===== src/rtl/gcbp_bram_reader.sv =====
// GCBP BRAM reader: walks all 16 gray-coded bit-plane sub-images line by line,
// fetching current- and previous-frame words and streaming them as valid/ready pairs.
module gcbp_bram_reader #(
   parameter int C_SUBIMAGE_HEIGHT = 64,
   parameter int C_NUM_SUBIMAGES   = 16,
   parameter int C_REGION_DEPTH    = 128,
   parameter int C_LINE_WIDTH      = 128
) (
   input  logic                                  i_clk,
   input  logic                                  i_resetn,
   input  logic                                  i_start,
   input  logic [1:0]                            i_curr_frame_loc,
   input  logic [1:0]                            i_prev_frame_loc,
   output logic [8:0]                            o_bram_array_read_addr,
   output logic [$clog2(C_NUM_SUBIMAGES)-1:0]    o_bram_array_read_sel,
   input  logic [C_LINE_WIDTH-1:0]               i_bram_array_read_data,
   output logic [C_LINE_WIDTH-1:0]               o_curr_line,
   output logic [C_LINE_WIDTH-1:0]               o_prev_line,
   output logic [$clog2(C_NUM_SUBIMAGES)-1:0]    o_subimage_idx,
   output logic [$clog2(C_SUBIMAGE_HEIGHT)-1:0]  o_line_idx,
   output logic                                  o_line_valid,
   input  logic                                  i_line_ready,
   output logic                                  o_last,
   output logic                                  o_busy,
   output logic                                  o_frame_done,
   output logic                                  o_start_overrun
);

   localparam int SUB_W  = $clog2(C_NUM_SUBIMAGES);
   localparam int LINE_W = $clog2(C_SUBIMAGE_HEIGHT);
   localparam logic [SUB_W-1:0]  LAST_SUB  = SUB_W'(C_NUM_SUBIMAGES - 1);
   localparam logic [LINE_W-1:0] LAST_LINE = LINE_W'(C_SUBIMAGE_HEIGHT - 1);

   typedef enum logic [2:0] {
      S_IDLE,
      S_ADDR_CURR,
      S_ADDR_PREV,
      S_CAP_PREV,
      S_OUT
   } state_t;

   state_t                    state_q, state_d;
   logic [1:0]                currLoc_q, currLoc_d;
   logic [1:0]                prevLoc_q, prevLoc_d;
   logic [SUB_W-1:0]          sub_q, sub_d;
   logic [LINE_W-1:0]         line_q, line_d;
   logic [8:0]                addr_q, addr_d;
   logic [SUB_W-1:0]          sel_q, sel_d;
   logic [C_LINE_WIDTH-1:0]   currLine_q, currLine_d;
   logic [C_LINE_WIDTH-1:0]   prevLine_q, prevLine_d;
   logic [SUB_W-1:0]          outSub_q, outSub_d;
   logic [LINE_W-1:0]         outLine_q, outLine_d;
   logic                      valid_q, valid_d;
   logic                      done_q, done_d;
   logic                      overrun_q, overrun_d;

   logic                      lastLine;
   logic [LINE_W-1:0]         nextLine;
   logic [SUB_W-1:0]          nextSub;

   // Each frame location owns a C_REGION_DEPTH-word region; lines sit at its base.
   function automatic logic [8:0] lineAddr(input logic [1:0] loc, input logic [LINE_W-1:0] line);
      return 9'(int'(loc) * C_REGION_DEPTH + int'(line));
   endfunction

   always_ff @(posedge i_clk or posedge i_resetn) begin
      if (i_resetn) begin
         state_q    <= S_IDLE;
         currLoc_q  <= '0;
         prevLoc_q  <= '0;
         sub_q      <= '0;
         line_q     <= '0;
         addr_q     <= '0;
         sel_q      <= '0;
         currLine_q <= '0;
         prevLine_q <= '0;
         outSub_q   <= '0;
         outLine_q  <= '0;
         valid_q    <= 1'b0;
         done_q     <= 1'b0;
         overrun_q  <= 1'b0;
      end else begin
         state_q    <= state_d;
         currLoc_q  <= currLoc_d;
         prevLoc_q  <= prevLoc_d;
         sub_q      <= sub_d;
         line_q     <= line_d;
         addr_q     <= addr_d;
         sel_q      <= sel_d;
         currLine_q <= currLine_d;
         prevLine_q <= prevLine_d;
         outSub_q   <= outSub_d;
         outLine_q  <= outLine_d;
         valid_q    <= valid_d;
         done_q     <= done_d;
         overrun_q  <= overrun_d;
      end
   end

   // Address/select are registered one state ahead so the BRAM word lands in the capture state.
   always_comb begin
      state_d    = state_q;
      currLoc_d  = currLoc_q;
      prevLoc_d  = prevLoc_q;
      sub_d      = sub_q;
      line_d     = line_q;
      addr_d     = addr_q;
      sel_d      = sel_q;
      currLine_d = currLine_q;
      prevLine_d = prevLine_q;
      outSub_d   = outSub_q;
      outLine_d  = outLine_q;
      valid_d    = valid_q;
      done_d     = 1'b0;
      overrun_d  = i_start && (state_q != S_IDLE);
      lastLine   = (line_q == LAST_LINE);
      nextLine   = lastLine ? '0 : line_q + 1'b1;
      nextSub    = lastLine ? sub_q + 1'b1 : sub_q;

      case (state_q)
         S_IDLE: begin
            if (i_start) begin
               currLoc_d = i_curr_frame_loc;
               prevLoc_d = i_prev_frame_loc;
               sub_d     = '0;
               line_d    = '0;
               addr_d    = lineAddr(i_curr_frame_loc, '0);
               sel_d     = '0;
               state_d   = S_ADDR_CURR;
            end
         end
         S_ADDR_CURR: begin
            addr_d  = lineAddr(prevLoc_q, line_q);
            state_d = S_ADDR_PREV;
         end
         S_ADDR_PREV: begin
            currLine_d = i_bram_array_read_data;
            state_d    = S_CAP_PREV;
         end
         S_CAP_PREV: begin
            prevLine_d = i_bram_array_read_data;
            outSub_d   = sub_q;
            outLine_d  = line_q;
            valid_d    = 1'b1;
            state_d    = S_OUT;
         end
         S_OUT: begin
            if (i_line_ready) begin
               valid_d = 1'b0;
               if (lastLine && (sub_q == LAST_SUB)) begin
                  done_d  = 1'b1;
                  state_d = S_IDLE;
               end else begin
                  line_d  = nextLine;
                  sub_d   = nextSub;
                  addr_d  = lineAddr(currLoc_q, nextLine);
                  sel_d   = nextSub;
                  state_d = S_ADDR_CURR;
               end
            end
         end
         default: state_d = S_IDLE;
      endcase
   end

   assign o_bram_array_read_addr = addr_q;
   assign o_bram_array_read_sel  = sel_q;
   assign o_curr_line            = currLine_q;
   assign o_prev_line            = prevLine_q;
   assign o_subimage_idx         = outSub_q;
   assign o_line_idx             = outLine_q;
   assign o_line_valid           = valid_q;
   assign o_last                 = valid_q && (outSub_q == LAST_SUB) && (outLine_q == LAST_LINE);
   assign o_busy                 = (state_q != S_IDLE);
   assign o_frame_done           = done_q;
   assign o_start_overrun        = overrun_q;

endmodule


===== config.mk =====
export PLATFORM = sky130hd
export DESIGN_NAME = gcbp_bram_reader
export DESIGN_NICKNAME = d
export VERILOG_FILES = /design/src/rtl/gcbp_bram_reader.sv
export SDC_FILE = /design/constraint.sdc
export NUM_CORES = 1
export LEC_CHECK = 0
export ABC_AREA = 1
export ABC_CLOCK_PERIOD_IN_PS = 11300
export CAP_MARGIN = 20
export CORE_UTILIZATION = 40
export DETAILED_ROUTE_END_ITERATION = 10
export PLACE_DENSITY = 0.75
export RECOVER_POWER = 25
export SLEW_MARGIN = 20
export SYNTH_ARGS = -nofsm -noshare
export SYNTH_HDL_FRONTEND = slang
export SYNTH_SLANG_ARGS = --single-unit

===== constraint.sdc =====
create_clock -name i_clk -period 11.3 [get_ports i_clk]
set_input_delay 3.39 -clock i_clk [delete_from_list [all_inputs] [get_ports i_clk]]
set_output_delay 3.39 -clock i_clk [all_outputs]
set_load 0.005 [all_outputs]

Word-level counts from Yosys, hierarchy flattened
Cells that the tools add are included.
{ "word_totals": {"regBits": 295, "input_bits": 136, "latch_bits": 0, "mem_count": 0, "mem_bits_ro": 0, "ramBits": 0} }
{ "classes": {"n_eq_ne": 12, "n_lt_le_gt_ge": 0, "n_bitwise": 0, "n_mux": 23, "shifts": 0, "add_sub_neg": 4, "multipliers": 0, "reduce_logical": 15, "div_mod_pow": 0} }
{ "ops": {"columns": ["operator", "count"], "rows": [
  ["$mux 9", 3],
  ["$pmux 9 s3", 1],
  ["$mux 6", 4],
  ["$add 9x6->9", 2],
  ["$mux 4", 4],
  ["$pmux 3 s5", 1],
  ["$eq 6x6->1 const B", 2],
  ["$pmux 6 s2", 1],
  ["$eq 4x4->1 const B", 2],
  ["$pmux 4 s2", 1],
  ["$reduce_and 4->1", 2],
  ["$add 6x1->6 const B", 1],
  ["$eq 3x2->1 const B", 2],
  ["$mux 3", 2],
  ["$ne 2x2->1 const B", 3],
  ["$reduce_and 2->1", 3],
  ["$reduce_bool 3->1", 2],
  ["$mux 1", 5],
  ["$reduce_and 5->1", 1],
  ["$add 4x1->4 const B", 1],
  ["$logic_and 1x1->1", 4],
  ["$ne 4x4->1 const B", 1],
  ["$reduce_bool 2->1", 2],
  ["$eq 3x1->1 const B", 1],
  ["3 further kinds", 3]
]} }

Depth between registers and ports, before layout
{ "logic_depth": {"ltp_word": 6, "ltp_mapped": 9, "ltp_nobuf": 9} }

Worst setup path before layout
OpenSTA, ideal clock, no wires.
{ "synth_path": {"kind": "register -> output", "from": "reg state_q[0]", "to": "out o_busy", "stages_incl_launch_ff": 3, "n_path_buf": 0, "path_slack_ns": 7.188, "required_ns": 7.910, "arrival_time_ns": 0.722, "cell_sequence": "dfrtp_1 -> nor2_2 -> nand2_1"} }
{ "synth_via": {"elab_chain_len": 1} }
{ "synth_lines": {"columns": ["element", "line_no", "text"], "rows": [
  ["start: declaration", "42", "state_t state_q, state_d;"],
  ["start signal: assignment", "83", "state_q <= state_d;"],
  ["$reduce_bool 3->1", "174", "assign o_busy = (state_q != S_IDLE);"],
  ["end: declaration", "24", "output logic o_busy,"]
]} }
No other way between the ends.

Worst setup path in the final report
{ "layout_path": {"from": "reg state_q[1]", "to": "reg prevLine_q[115] (netlist: o_prev_line[115])"} }
{ "layout_via": {"elab_chain_len": 1} }
{ "layout_lines": {"columns": ["element", "line_no", "text"], "rows": [
  ["$eq 3x2->1", "120", "case (state_q)"],
  ["end signal: assignment", "91", "prevLine_q <= prevLine_d;"],
  ["end: declaration", "50", "logic [C_LINE_WIDTH-1:0] prevLine_q, prevLine_d;"]
]} }
No other way between the ends.
A chain may end at the register's enable or synchronous reset.

==> metrics <==
share of the synthesized area in the top cell type 65.2%; net count of the mapped netlist 1,325; per-cell routed wire length 15.8 um; input/output buffers 418; fraction of power consumed by combinational cells 40.6%; relative contribution of sequential cells to total power 37.7%; largest stage delay on the critical path 3.04 ns; leakage power total 8.06 nW; clock tree buffer depth 3; violated checks max-capacitance violations, max-slew violations; total setup violations reported at the end of the flow 0; endpoint required time on the critical path 11.52 ns; Iter 0 DRT Violations 756; routability congestion estimate 0.849; Hold Vio Cnt, Final 0; drt total wl 31,300 um; # H-tree levels 1; Final ANT Viol Nets 0; Post-CTS Setup Bufs 0; netlist area before placement 11,300 sq um; full die area 28,900 sq um; maximum number of pins on one net before global-route repair 162; initial antenna violation count 2; placeable core region 27,800 sq um; # Max-Cap Violations 3; clock tree from TritonCTS yes; total congestion overflow 0; io pins 420; crit-path cells nand3_1 -> clkbuf_1 -> o21ai_0; slowest stage cell on the critical path sky130_fd_sc_hd__clkbuf_1; kind of capture point of the worst setup path flop; Peak supply drop 0.161 mV; Final #Nets 1,724; Design Area, Final 16,800 sq um; half-perimeter wire length of the detailed placement result 22,000 um; post-detailed-placement cell area 15,700 sq um; highest fanout seen on the critical path 114; storage element area 7360 sq um; share of the yosys chip area belonging to registers 65.2%; fin crit share 53.2%; most used standard cells in the synthesized netlist 353 x sky130_fd_sc_hd__nand2_1, 294 x sky130_fd_sc_hd__dfrtp_1, 267 x sky130_fd_sc_hd__o21ai_0; Arrival @ worst endpoint 6.23 ns; Num CTS Buffers 30; cell internal power dissipation 0.00323 W; Die Y 170 um; vias in the first global route 8,804; Synth Warn # 0; cell with the most instances after synthesis sky130_fd_sc_hd__nand2_1; hold_buf cts 0; most used flip-flop cell after synthesis sky130_fd_sc_hd__dfrtp_1; number of flops mapped to enable cells by yosys 0; area grow syn2layout 48.9%; All-Layer GR Usage 20.9%; PostCTS Resize Cnt 0; # fillers 2,377; cell taking the most area after synthesis sky130_fd_sc_hd__dfrtp_1; worst setup path category flop to flop; worst-skew pair later-pin latency 0.55 ns; leading post-synthesis cells by cell area sky130_fd_sc_hd__dfrtp_1 65%, sky130_fd_sc_hd__o21ai_0 12%, sky130_fd_sc_hd__nand2_1 12%; post-synth cell types 26; final critical delay including setup and external delays 6.02 ns; area of the multi-input gates 3090 sq um; outcome finished with violations; post-synthesis async set-or-reset flop share 100%; Clock Pin Slew Worst Setup and Hold Paths 0.06 ns; number of sinks on the clock net 294; via total after detailed routing 9,336; count of unresolved DRC violations after routing 0; Sw Share 32.2%; net switching power 0.00154 W; Final Max Slew Viols 279; first drt pass iteration count 7; worst clock skew 0.0126 ns; startpoint type of the worst setup path flop; width of the chip 170 um; Max-slew headroom -180%; type of the tightest min-delay check flop to flop; post-detailed-route via-to-cell ratio 4.70; global-route wire length before repair 47,700 um; Post-Syn Instances 1,187; maximum clock frequency 166 MHz; PwrDens 284 nW/um^2; initial core utilization 40.6%; setup total negative slack 0 ns; flip-flop and latch count after synthesis 294; number of placement rows 61; share of power burned in the clock network 21.6%; fraction of final layout cells sized beyond drive strength 1 4.79%; Avg Inst Size Synth 9.50 sq um; RSZ-0062 raised after global routing false; Tightest Pin Transition 4.20 ns; CTS Root Cell sky130_fd_sc_hd__clkbuf_16
[power by group through the flow]
stage          registers [W]  clock network (W)  logic, W
6_report             0.00180            0.00103   0.00194
5_1_grt              0.00185            0.00109   0.00214
4_1_cts              0.00180            0.00105   0.00194
3_5_place_dp         0.00181                  0   0.00193
3_3_place_gp         0.00179                  0   0.00188
2_1_floorplan        0.00183                  0  0.000697
[final timing paths]
kind                                 from                to  slack, ns  cells after the start
max reg2reg                    state_q[1]  o_prev_line[115]       5.28                      3
min in group asynchronous        i_resetn    o_curr_line[3]       3.41                      3
max                            state_q[1]  o_prev_line[115]       5.28                      3
min                        o_prev_line[3]    o_prev_line[3]       0.48                      2
max in group asynchronous        i_resetn   o_curr_line[99]       6.68                      4
min reg2reg                o_prev_line[3]    o_prev_line[3]       0.48                      2
[metal layers]
metal	track usage, %	wire (um)	up-vias
met5	0	0	-
met4	6.38	840	0
met3	4.05	2260	60
met2	36.2	15700	335
met1	26.3	12500	4407
li1	-	-	4534
[flip-flops by register name, summed over array words and instances, names as in the netlist]
signal and cells:
o_line_idx 6, prevLoc_q 2, o_bram_array_read_addr 8, o_start_overrun 1, o_line_valid 1, o_prev_line 128, line_q 6, currLoc_q 2
o_frame_done 1, o_curr_line 128, o_bram_array_read_sel 4, o_subimage_idx 4, state_q 3
[cells by family after synthesis]
group           after synthesis  share of synthesized area (%)
simple gates                407                           14.5
flops                       294                           65.2
compound gates              271                           12.0
buf+inv                     206                           7.50
mux                           4                          0.399
fa+ha+maj                     2                          0.222
xor+xnor                      2                          0.155
other cells                   1                         0.0332
[placed cells by master, fill, tap and decap left out, types with 6 or more instances in the layout]
cell / Yosys / layout
sky130_fd_sc_hd__o21ai_0: 267 / 267
sky130_fd_sc_hd__dlygate4sd3_1: 0 / 105
sky130_fd_sc_hd__dfrtp_1: 294 / 294
sky130_fd_sc_hd__clkbuf_8: 0 / 10
sky130_fd_sc_hd__clkbuf_16: 0 / 31
sky130_fd_sc_hd__nand3_1: 19 / 19
sky130_fd_sc_hd__inv_1: 143 / 142
sky130_fd_sc_hd__clkdlybuf4s50_1: 0 / 313
sky130_fd_sc_hd__nor2_1: 15 / 15
sky130_fd_sc_hd__nand2_1: 353 / 352
sky130_fd_sc_hd__clkbuf_1: 5 / 6
[final cells by class]
type | count | share of cell area (%)
Antenna cell | 2 | 0.0298
Clock buffer | 45 | 5.53
Clock inverter | 7 | 0.715
Inverter | 147 | 3.31
Multi-Input combinational cell | 687 | 18.4
Sequential cell | 294 | 43.8
Tap cell | 378 | 2.82
Timing Repair Buffer | 426 | 25.4
[metrics by stage]
stage               cells  util [%]  worst slack [ns]  hold WS (ns)  total power [W]
floorplan            1187         -              4.01         0.442          0.00253
global placement     1931      56.6              5.74         0.458          0.00368
detailed placement   1931      56.6              5.72         0.463          0.00374
CTS                  1983      60.4              5.93         0.480          0.00479
global route         1986      60.5              4.52         0.500          0.00508
finish               1986      60.5              5.28         0.480          0.00476
[critical path: cells and delay by family (launching register included)]
family | cells | cell delay, ns
buffers and inverters | 1 | 3.04
and+or+nand+nor | 1 | 1.63
AOI/OAI and AO/OA | 1 | 0.41
DFF | 1 | 0.49
Note: power is estimated with default switching activity, not from simulation.
